$ cat config.mk
export PLATFORM = sky130hd
export DESIGN_NAME = demux3_router_out_flat
export DESIGN_NICKNAME = d
export VERILOG_FILES = /design/src/rtl/demux3_router_out_if.sv /design/src/rtl/demux3_router_out.sv /design/src/flat_wrapper.sv
export SDC_FILE = /design/constraint.sdc
export NUM_CORES = 1
export LEC_CHECK = 0
export CAP_MARGIN = 20
export CORE_ASPECT_RATIO = 2
export CORE_MARGIN = 5
export CORE_UTILIZATION = 40
export CTS_BUF_LIST = sky130_fd_sc_hd__clkbuf_16
export CTS_CLUSTER_SIZE = 16
export DETAILED_ROUTE_END_ITERATION = 8
export GPL_ROUTABILITY_DRIVEN = 0
export PLACE_DENSITY = 0.82
export SETUP_SLACK_MARGIN = 0.15
export SLEW_MARGIN = 20
export SYNTH_ARGS = -nofsm -noshare
export SYNTH_HDL_FRONTEND = slang
export SYNTH_SLANG_ARGS = --single-unit
$ cat constraint.sdc
create_clock -name clk -period 1.85 [get_ports clk]
set_clock_uncertainty 0.05 [all_clocks]
set_input_delay 0.185 -clock clk [delete_from_list [all_inputs] [get_ports clk]]
set_output_delay 0.185 -clock clk [all_outputs]
set_load 0.02 [all_outputs]
$ cat src/rtl/demux3_router_out_if.sv
// demux3_router_out_if
//   Bundles the flit input channel, the three output channels and the
//   drop-accounting outputs of the 1-to-3 router demultiplexer.
//
//   Input channel : data_in, in_valid, in_head, in_tail, select -> in_ready
//   Output n=1..3 : out_data_n, out_valid_n                     <- out_ready_n
//   Drop status   : drop_pulse, drop_count
//
//   modport master : flit source / downstream sinks (testbench side)
//   modport slave  : the demultiplexer itself
interface demux3_router_out_if #(
    parameter int DATA_PACKET_SIZE = 10,
    parameter int DROP_CNT_W       = 8
);
    logic [DATA_PACKET_SIZE-1:0] data_in;
    logic                        in_valid;
    logic                        in_head;
    logic                        in_tail;
    logic [1:0]                  select;
    logic                        in_ready;

    logic [DATA_PACKET_SIZE-1:0] out_data_1;
    logic [DATA_PACKET_SIZE-1:0] out_data_2;
    logic [DATA_PACKET_SIZE-1:0] out_data_3;
    logic                        out_valid_1;
    logic                        out_valid_2;
    logic                        out_valid_3;
    logic                        out_ready_1;
    logic                        out_ready_2;
    logic                        out_ready_3;

    logic                        drop_pulse;
    logic [DROP_CNT_W-1:0]       drop_count;

    modport master (
        output data_in, in_valid, in_head, in_tail, select,
        output out_ready_1, out_ready_2, out_ready_3,
        input  in_ready,
        input  out_data_1, out_data_2, out_data_3,
        input  out_valid_1, out_valid_2, out_valid_3,
        input  drop_pulse, drop_count
    );

    modport slave (
        input  data_in, in_valid, in_head, in_tail, select,
        input  out_ready_1, out_ready_2, out_ready_3,
        output in_ready,
        output out_data_1, out_data_2, out_data_3,
        output out_valid_1, out_valid_2, out_valid_3,
        output drop_pulse, drop_count
    );
endinterface

$ cat src/rtl/demux3_router_out.sv
// demux3_router_out
//   Registered 1-to-3 flit demultiplexer. The head flit's select latches a
//   route; every flit of that packet is forwarded into a one-entry register
//   on the chosen output channel. Packets routed to 2'b11 and stray non-head
//   flits are consumed and counted as drops.
//
//   clk   : rising-edge clock
//   reset : synchronous, active-high
//   bus   : demux3_router_out_if.slave (input channel, three output
//           channels, drop_pulse / drop_count)
module demux3_router_out #(
    parameter int DATA_PACKET_SIZE = 10,
    parameter int DROP_CNT_W       = 8
) (
    input logic                clk,
    input logic                reset,
    demux3_router_out_if.slave bus
);

    typedef enum logic [1:0] {
        IDLE    = 2'd0,
        FORWARD = 2'd1,
        DROP    = 2'd2
    } state_t;

    localparam logic [1:0] DROP_SEL = 2'b11;

    state_t                      state, next_state;
    logic [1:0]                  route, next_route;

    logic [2:0]                  valid_q;
    logic [DATA_PACKET_SIZE-1:0] data_q [3];
    logic                        drop_pulse_q;
    logic [DROP_CNT_W-1:0]       drop_count_q;

    logic [2:0]                  out_ready_v;
    // Bit 3 stands for the drop route and can never accept a forwarded flit.
    logic [3:0]                  can_load;
    logic                        ready_c;
    logic                        xfer;
    logic [2:0]                  load;
    logic                        drop;

    assign out_ready_v = {bus.out_ready_3, bus.out_ready_2, bus.out_ready_1};
    assign can_load    = {1'b0, ~valid_q | out_ready_v};

    // in_ready is the only combinational output; it depends on the head's
    // select only while waiting for a new packet.
    always_comb begin
        // NOTE: every variable gets a default first so no path infers a latch.
        ready_c = 1'b0;
        unique case (state)
            IDLE:    ready_c = (bus.in_head && bus.select != DROP_SEL)
                               ? can_load[bus.select] : 1'b1;
            FORWARD: ready_c = can_load[route];
            DROP:    ready_c = 1'b1;
            default: ready_c = 1'b0;
        endcase
        if (reset) begin
            ready_c = 1'b0;
        end
    end

    always_comb begin
        next_state = state;
        next_route = route;
        load       = 3'b000;
        drop       = 1'b0;
        xfer       = bus.in_valid && ready_c;
        unique case (state)
            IDLE: begin
                if (xfer) begin
                    if (bus.in_head && bus.select != DROP_SEL) begin
                        load       = 3'b001 << bus.select;
                        next_route = bus.select;
                        if (!bus.in_tail) next_state = FORWARD;
                    end else if (bus.in_head) begin
                        drop = 1'b1;
                        if (!bus.in_tail) next_state = DROP;
                    end else begin
                        // Stray body/tail flit with no open packet.
                        drop = 1'b1;
                    end
                end
            end
            FORWARD: begin
                if (xfer) begin
                    load = 3'b001 << route;
                    if (bus.in_tail) next_state = IDLE;
                end
            end
            DROP: begin
                if (xfer) begin
                    drop = 1'b1;
                    if (bus.in_tail) next_state = IDLE;
                end
            end
            default: next_state = IDLE;
        endcase
    end

    always_ff @(posedge clk) begin
        if (reset) begin
            // NOTE: the flit registers are few and visible on ports, so they
            // are reset to a known value rather than left as don't-care.
            state        <= IDLE;
            route        <= 2'b00;
            valid_q      <= 3'b000;
            for (int n = 0; n < 3; n++) data_q[n] <= '0;
            drop_pulse_q <= 1'b0;
            drop_count_q <= '0;
        end else begin
            // NOTE: state uses non-blocking assignments so every register
            // samples pre-edge values regardless of statement order.
            state <= next_state;
            route <= next_route;
            // A load wins over a drain, so a simultaneous drain and load
            // keeps the register valid with the new flit.
            for (int n = 0; n < 3; n++) begin
                if (load[n]) begin
                    valid_q[n] <= 1'b1;
                    data_q[n]  <= bus.data_in;
                end else if (out_ready_v[n]) begin
                    valid_q[n] <= 1'b0;
                end
            end
            drop_pulse_q <= drop;
            if (drop && drop_count_q != '1) begin
                drop_count_q <= drop_count_q + 1'b1;
            end
        end
    end

    assign bus.in_ready    = ready_c;
    assign bus.out_valid_1 = valid_q[0];
    assign bus.out_valid_2 = valid_q[1];
    assign bus.out_valid_3 = valid_q[2];
    assign bus.out_data_1  = data_q[0];
    assign bus.out_data_2  = data_q[1];
    assign bus.out_data_3  = data_q[2];
    assign bus.drop_pulse  = drop_pulse_q;
    assign bus.drop_count  = drop_count_q;

endmodule

$ cat src/flat_wrapper.sv
// flat-port wrapper written by rule: the top's interface ports become plain ports
module demux3_router_out_flat 
#(
    parameter int DATA_PACKET_SIZE = 10,
    parameter int DROP_CNT_W       = 8
)
  (clk, reset, bus_data_in, bus_in_valid, bus_in_head, bus_in_tail, bus_select, bus_out_ready_1, bus_out_ready_2, bus_out_ready_3, bus_in_ready, bus_out_data_1, bus_out_data_2, bus_out_data_3, bus_out_valid_1, bus_out_valid_2, bus_out_valid_3, bus_drop_pulse, bus_drop_count);
  demux3_router_out_if #(.DATA_PACKET_SIZE(DATA_PACKET_SIZE), .DROP_CNT_W(DROP_CNT_W)) bus_i ();
  input logic clk;
  input logic reset;
  input wire logic [$bits(bus_i.data_in)-1:0] bus_data_in;
  input wire logic [$bits(bus_i.in_valid)-1:0] bus_in_valid;
  input wire logic [$bits(bus_i.in_head)-1:0] bus_in_head;
  input wire logic [$bits(bus_i.in_tail)-1:0] bus_in_tail;
  input wire logic [$bits(bus_i.select)-1:0] bus_select;
  input wire logic [$bits(bus_i.out_ready_1)-1:0] bus_out_ready_1;
  input wire logic [$bits(bus_i.out_ready_2)-1:0] bus_out_ready_2;
  input wire logic [$bits(bus_i.out_ready_3)-1:0] bus_out_ready_3;
  output wire logic [$bits(bus_i.in_ready)-1:0] bus_in_ready;
  output wire logic [$bits(bus_i.out_data_1)-1:0] bus_out_data_1;
  output wire logic [$bits(bus_i.out_data_2)-1:0] bus_out_data_2;
  output wire logic [$bits(bus_i.out_data_3)-1:0] bus_out_data_3;
  output wire logic [$bits(bus_i.out_valid_1)-1:0] bus_out_valid_1;
  output wire logic [$bits(bus_i.out_valid_2)-1:0] bus_out_valid_2;
  output wire logic [$bits(bus_i.out_valid_3)-1:0] bus_out_valid_3;
  output wire logic [$bits(bus_i.drop_pulse)-1:0] bus_drop_pulse;
  output wire logic [$bits(bus_i.drop_count)-1:0] bus_drop_count;
  assign bus_i.data_in = bus_data_in;
  assign bus_i.in_valid = bus_in_valid;
  assign bus_i.in_head = bus_in_head;
  assign bus_i.in_tail = bus_in_tail;
  assign bus_i.select = bus_select;
  assign bus_i.out_ready_1 = bus_out_ready_1;
  assign bus_i.out_ready_2 = bus_out_ready_2;
  assign bus_i.out_ready_3 = bus_out_ready_3;
  assign bus_in_ready = bus_i.in_ready;
  assign bus_out_data_1 = bus_i.out_data_1;
  assign bus_out_data_2 = bus_i.out_data_2;
  assign bus_out_data_3 = bus_i.out_data_3;
  assign bus_out_valid_1 = bus_i.out_valid_1;
  assign bus_out_valid_2 = bus_i.out_valid_2;
  assign bus_out_valid_3 = bus_i.out_valid_3;
  assign bus_drop_pulse = bus_i.drop_pulse;
  assign bus_drop_count = bus_i.drop_count;
  demux3_router_out #(.DATA_PACKET_SIZE(DATA_PACKET_SIZE), .DROP_CNT_W(DROP_CNT_W)) u_core (.clk(clk), .reset(reset), .bus(bus_i));
endmodule
==> results.py <==
metrics = {
    "cts": {
        "cts_root_buf": "clkbuf_16",
        "numCtsBuffers": 5,
        "cts_tree": "yes",
        "cts_sinks": 46,
        "cts_max_path_buffers": 2,
        "h-tree-depth": 2,
        "clock_latency_ns": 0.28,
        "cts_hold_buf": 0,
        "clkTransAtPathRegs_ns": 0.06,
    },
    "cells_and_area": {
        "fin_nets": 308,
        "diodes": 0,
        "syn_to_final_growth_pct": 85.3,
        "fin_area_sq_mm": 0.00362,
        "nFillCells": 291,
        "drive_above_1_share_pct": 43.7,
        "regArea_sq_mm": 0.00123,
        "multi_input_area_sq_mm": 0.00103,
    },
    "sta": {
        "fin_hold_ws_ns": 0.326,
        "rsz0062_at_grt": "true",
        "max-slew-margin-rel_pct": 63.5,
        "hold_viol_final": 0,
        "tightest_slew_ns": 0.546,
        "fin_crit_sh_pct": 108,
        "setup_viol": 71,
        "slew_viol_final": 0,
        "setup_ws_ns": -0.142,
        "fmaxAchievable_ghz": 0.502,
        "min_period_ns": 1.99,
    },
    "routing": {
        "wl_mm": 6.38,
        "ant_nets": 0,
        "avgViaCountPerCell": 5.51,
        "avgRoutedWirePerCell_um": 18.7,
        "firstDrtPassIters": 4,
        "vias": 1879,
        "drc_errors": 0,
        "drt_first_iter_violations": 52,
    },
    "run_status": {
        "status": "finished with violations",
        "failed_checks": "setup timing",
    },
    "setup_path": {
        "critPathCaptureType": "flip-flop",
        "rr_endpoint": "u_core.bus.drop_count[7]$_SDFFE_PP0P_",
        "crit_arrival_ns": 2.16,
        "crit_chain": "buf_6 > ha_4 > nor2_4 > nand2_2 > or4_4 > or3_4 > a21oi_2",
        "worstReg2RegStart": "u_core.state[0]$_SDFFE_PP0P_",
        "critPathBufInv": 1,
        "crit_required_ns": 2.02,
        "ff2ff_path_depth": 7,
        "crit_type": "flip-flop to flip-flop",
        "startpoint": "u_core.state[0]$_SDFFE_PP0P_",
        "rrSetupSlack_ns": -0.14,
        "cp_top_family": "simple AND/OR/NAND/NOR gates",
        "max_stage_delay_ns": 0.56,
        "startpoint_type": "flip-flop",
        "path_max_fanout": 4,
        "crit_slowest_cell": "or4_4",
    },
    "grt": {
        "overflow": 0,
        "grt_start_max_net_pins": 17,
        "grt_pass1_vias": 1904,
        "grt_use_total_pct": 19.6,
        "grt_pass1_wl_mm": 9.20,
        "antenna_found_initial": 0,
    },
    "floorplan": {
        "coreArea_sq_mm": 0.00482,
        "die_area_sq_mm": 0.00646,
        "initial_core_util_pct": 40.5,
        "die_w_um": 59.4,
        "core.rowCount": 36,
        "die_h_um": 109,
        "num_io_pins": 63,
    },
    "logic_synthesis": {
        "syn_nets": 186,
        "synth_area_leaders": "edfxtp_1, dfxtp_1, and2_1",
        "yosysSeqAreaShare_pct": 62.6,
        "syn_area_sq_mm": 0.00195,
        "synth_edf_count": 30,
        "synth_cells": 161,
        "synth_flop_cell": "edfxtp_1",
        "synth_area_leader_cell": "edfxtp_1",
        "synthDistinctLibCells": 44,
        "ys_ff_latch": 46,
        "yosysTopAreaCellShare_pct": 46.2,
        "postSynthAreaPerCell_sq_um": 12.1,
        "async_reset_ff_share_pct": 0,
        "ys_warn_count": 0,
    },
    "job": {
        "maxCapViolCount": 0,
    },
    "hold_path": {
        "hold_start": "bus_out_ready_3",
        "hold_path.class": "primary input to flip-flop",
        "min_to": "u_core.valid_q[2]$_SDFFE_PP0P_",
        "hold_path_depth": 4,
    },
    "placement": {
        "dpl.hpwl_mm": 4.02,
        "place_area_sq_mm": 0.00301,
        "numPortBuffers": 62,
    },
    "power_and_ir_drop": {
        "p_leak_nw": 1.43,
        "power.density_mw_per_mm2": 688,
        "vdd_drop_max_mv": 0.819,
    },
}
-- cells by family after synthesis --
logic type	Yosys count	synth area share, %
AO/OA/AOI/OAI	26	10.3
adder cells (fa/ha/maj)	5	3.21
buffers and inverters	11	2.18
multiplexers	5	2.63
AND/OR/NAND/NOR	65	17.8
flip-flops	46	62.6
XOR/XNOR	3	1.35
-- per-layer routing --
layer / track usage, % / share of wire (%)
met1: 17.9 / 33
met5: 0 / 0
met3: 2.25 / 4.8
met4: 14.3 / 5.7
met2: 37.0 / 57
-- Yosys cell counts (2+ instances only) --
master	count
nand2_1	12
ha_1	5
edfxtp_1	30
dfxtp_1	16
nand2b_1	3
nand4_1	2
xnor2_1	2
and3_1	3
nand3_1	7
or3_1	2
a22o_1	2
o31ai_1	3
nor2_1	11
nor3_1	5
inv_1	9
o21ai_0	5
a21oi_1	2
mux2i_1	4
and2_1	11
nor2b_1	3
-- state kept, by name, summed over array words and instances (netlist names) --
| signal | flops |
|---|---|
| u_core.data_q | 30 |
| u_core.bus.drop_count | 8 |
| u_core.valid_q | 3 |
| u_core.route | 2 |
| u_core.state | 2 |
| u_core.bus.drop_pulse | 1 |
-- cell usage in the layout, fill, tap and decap left out, types with 6 or more instances in the layout --
cell type        netlist  layout
clkdlybuf4s50_1        0      55
buf_4                  0      34
edfxtp_1              30      30
buf_6                  0      16
and2_4                 0      11
dfxtp_1               16       9
nand2_1               12       8
nor2_1                11       8
inv_1                  9       6
-- report_power, final --
group | switching [W] | internal, W
combinational | 0.000220 | 0.000233
sequential | 0.0000172 | 0.00114
clock | 0.000378 | 0.000505
total | 0.000616 | 0.00187
-- worst max-delay path by stage --
stage	endpoint	cells after the start
4_1_cts	u_core.bus.drop_count[5]$_SDFFE_PP0P_	7
2_1_floorplan	u_core.bus.drop_count[5]$_SDFFE_PP0P_	7
6_report	u_core.bus.drop_count[7]$_SDFFE_PP0P_	7
3_5_place_dp	u_core.data_q[0][3]$_DFFE_PP_	8
3_3_place_gp	u_core.data_q[0][3]$_DFFE_PP_	7
5_1_grt	u_core.bus.drop_count[7]$_SDFFE_PP0P_	7
-- tightest hold or removal path, delay by kind of cell --
kind | cells | cell delay (ns)
AND/OR/NAND/NOR | 1 | 0.14
buffers and inverters | 2 | 0.21
AO/OA/AOI/OAI | 1 | 0.06
-- per-stage QoR --
step	total power (W)	std cells	worst slack [ns]	TNS [ns]	util, %
floorplan	0.00133	161	-0.0127	-0.0254	-
global placement	0.00153	314	-0.416	-25.67	62.4
detailed placement	0.00154	314	-0.460	-27.79	62.4
CTS	0.00245	333	-0.0860	-2.60	71.3
global route	0.00255	341	-0.185	-9.96	75.1
finish	0.00249	341	-0.142	-6.50	75.1
-- layout make-up --
cell class	count	share of cell area [%]
Clock buffer	5	3.46
Clock inverter	3	0.657
Inverter	9	0.934
Multi-Input combinational cell	107	28.6
Sequential cell	46	34.1
Tap cell	57	1.97
Timing Repair Buffer	114	30.3
-- what timing repair did --
item | in CTS | in global routing
pin swaps | 12 | 17
endpoints found under the setup margin | 74 | 77
hold endpoints to repair | 0 | 0
buffers inserted | 8 | 8
gates cloned | 3 | 0
gates resized for setup | 57 | 29
Note: power is estimated with default switching activity, not from simulation.
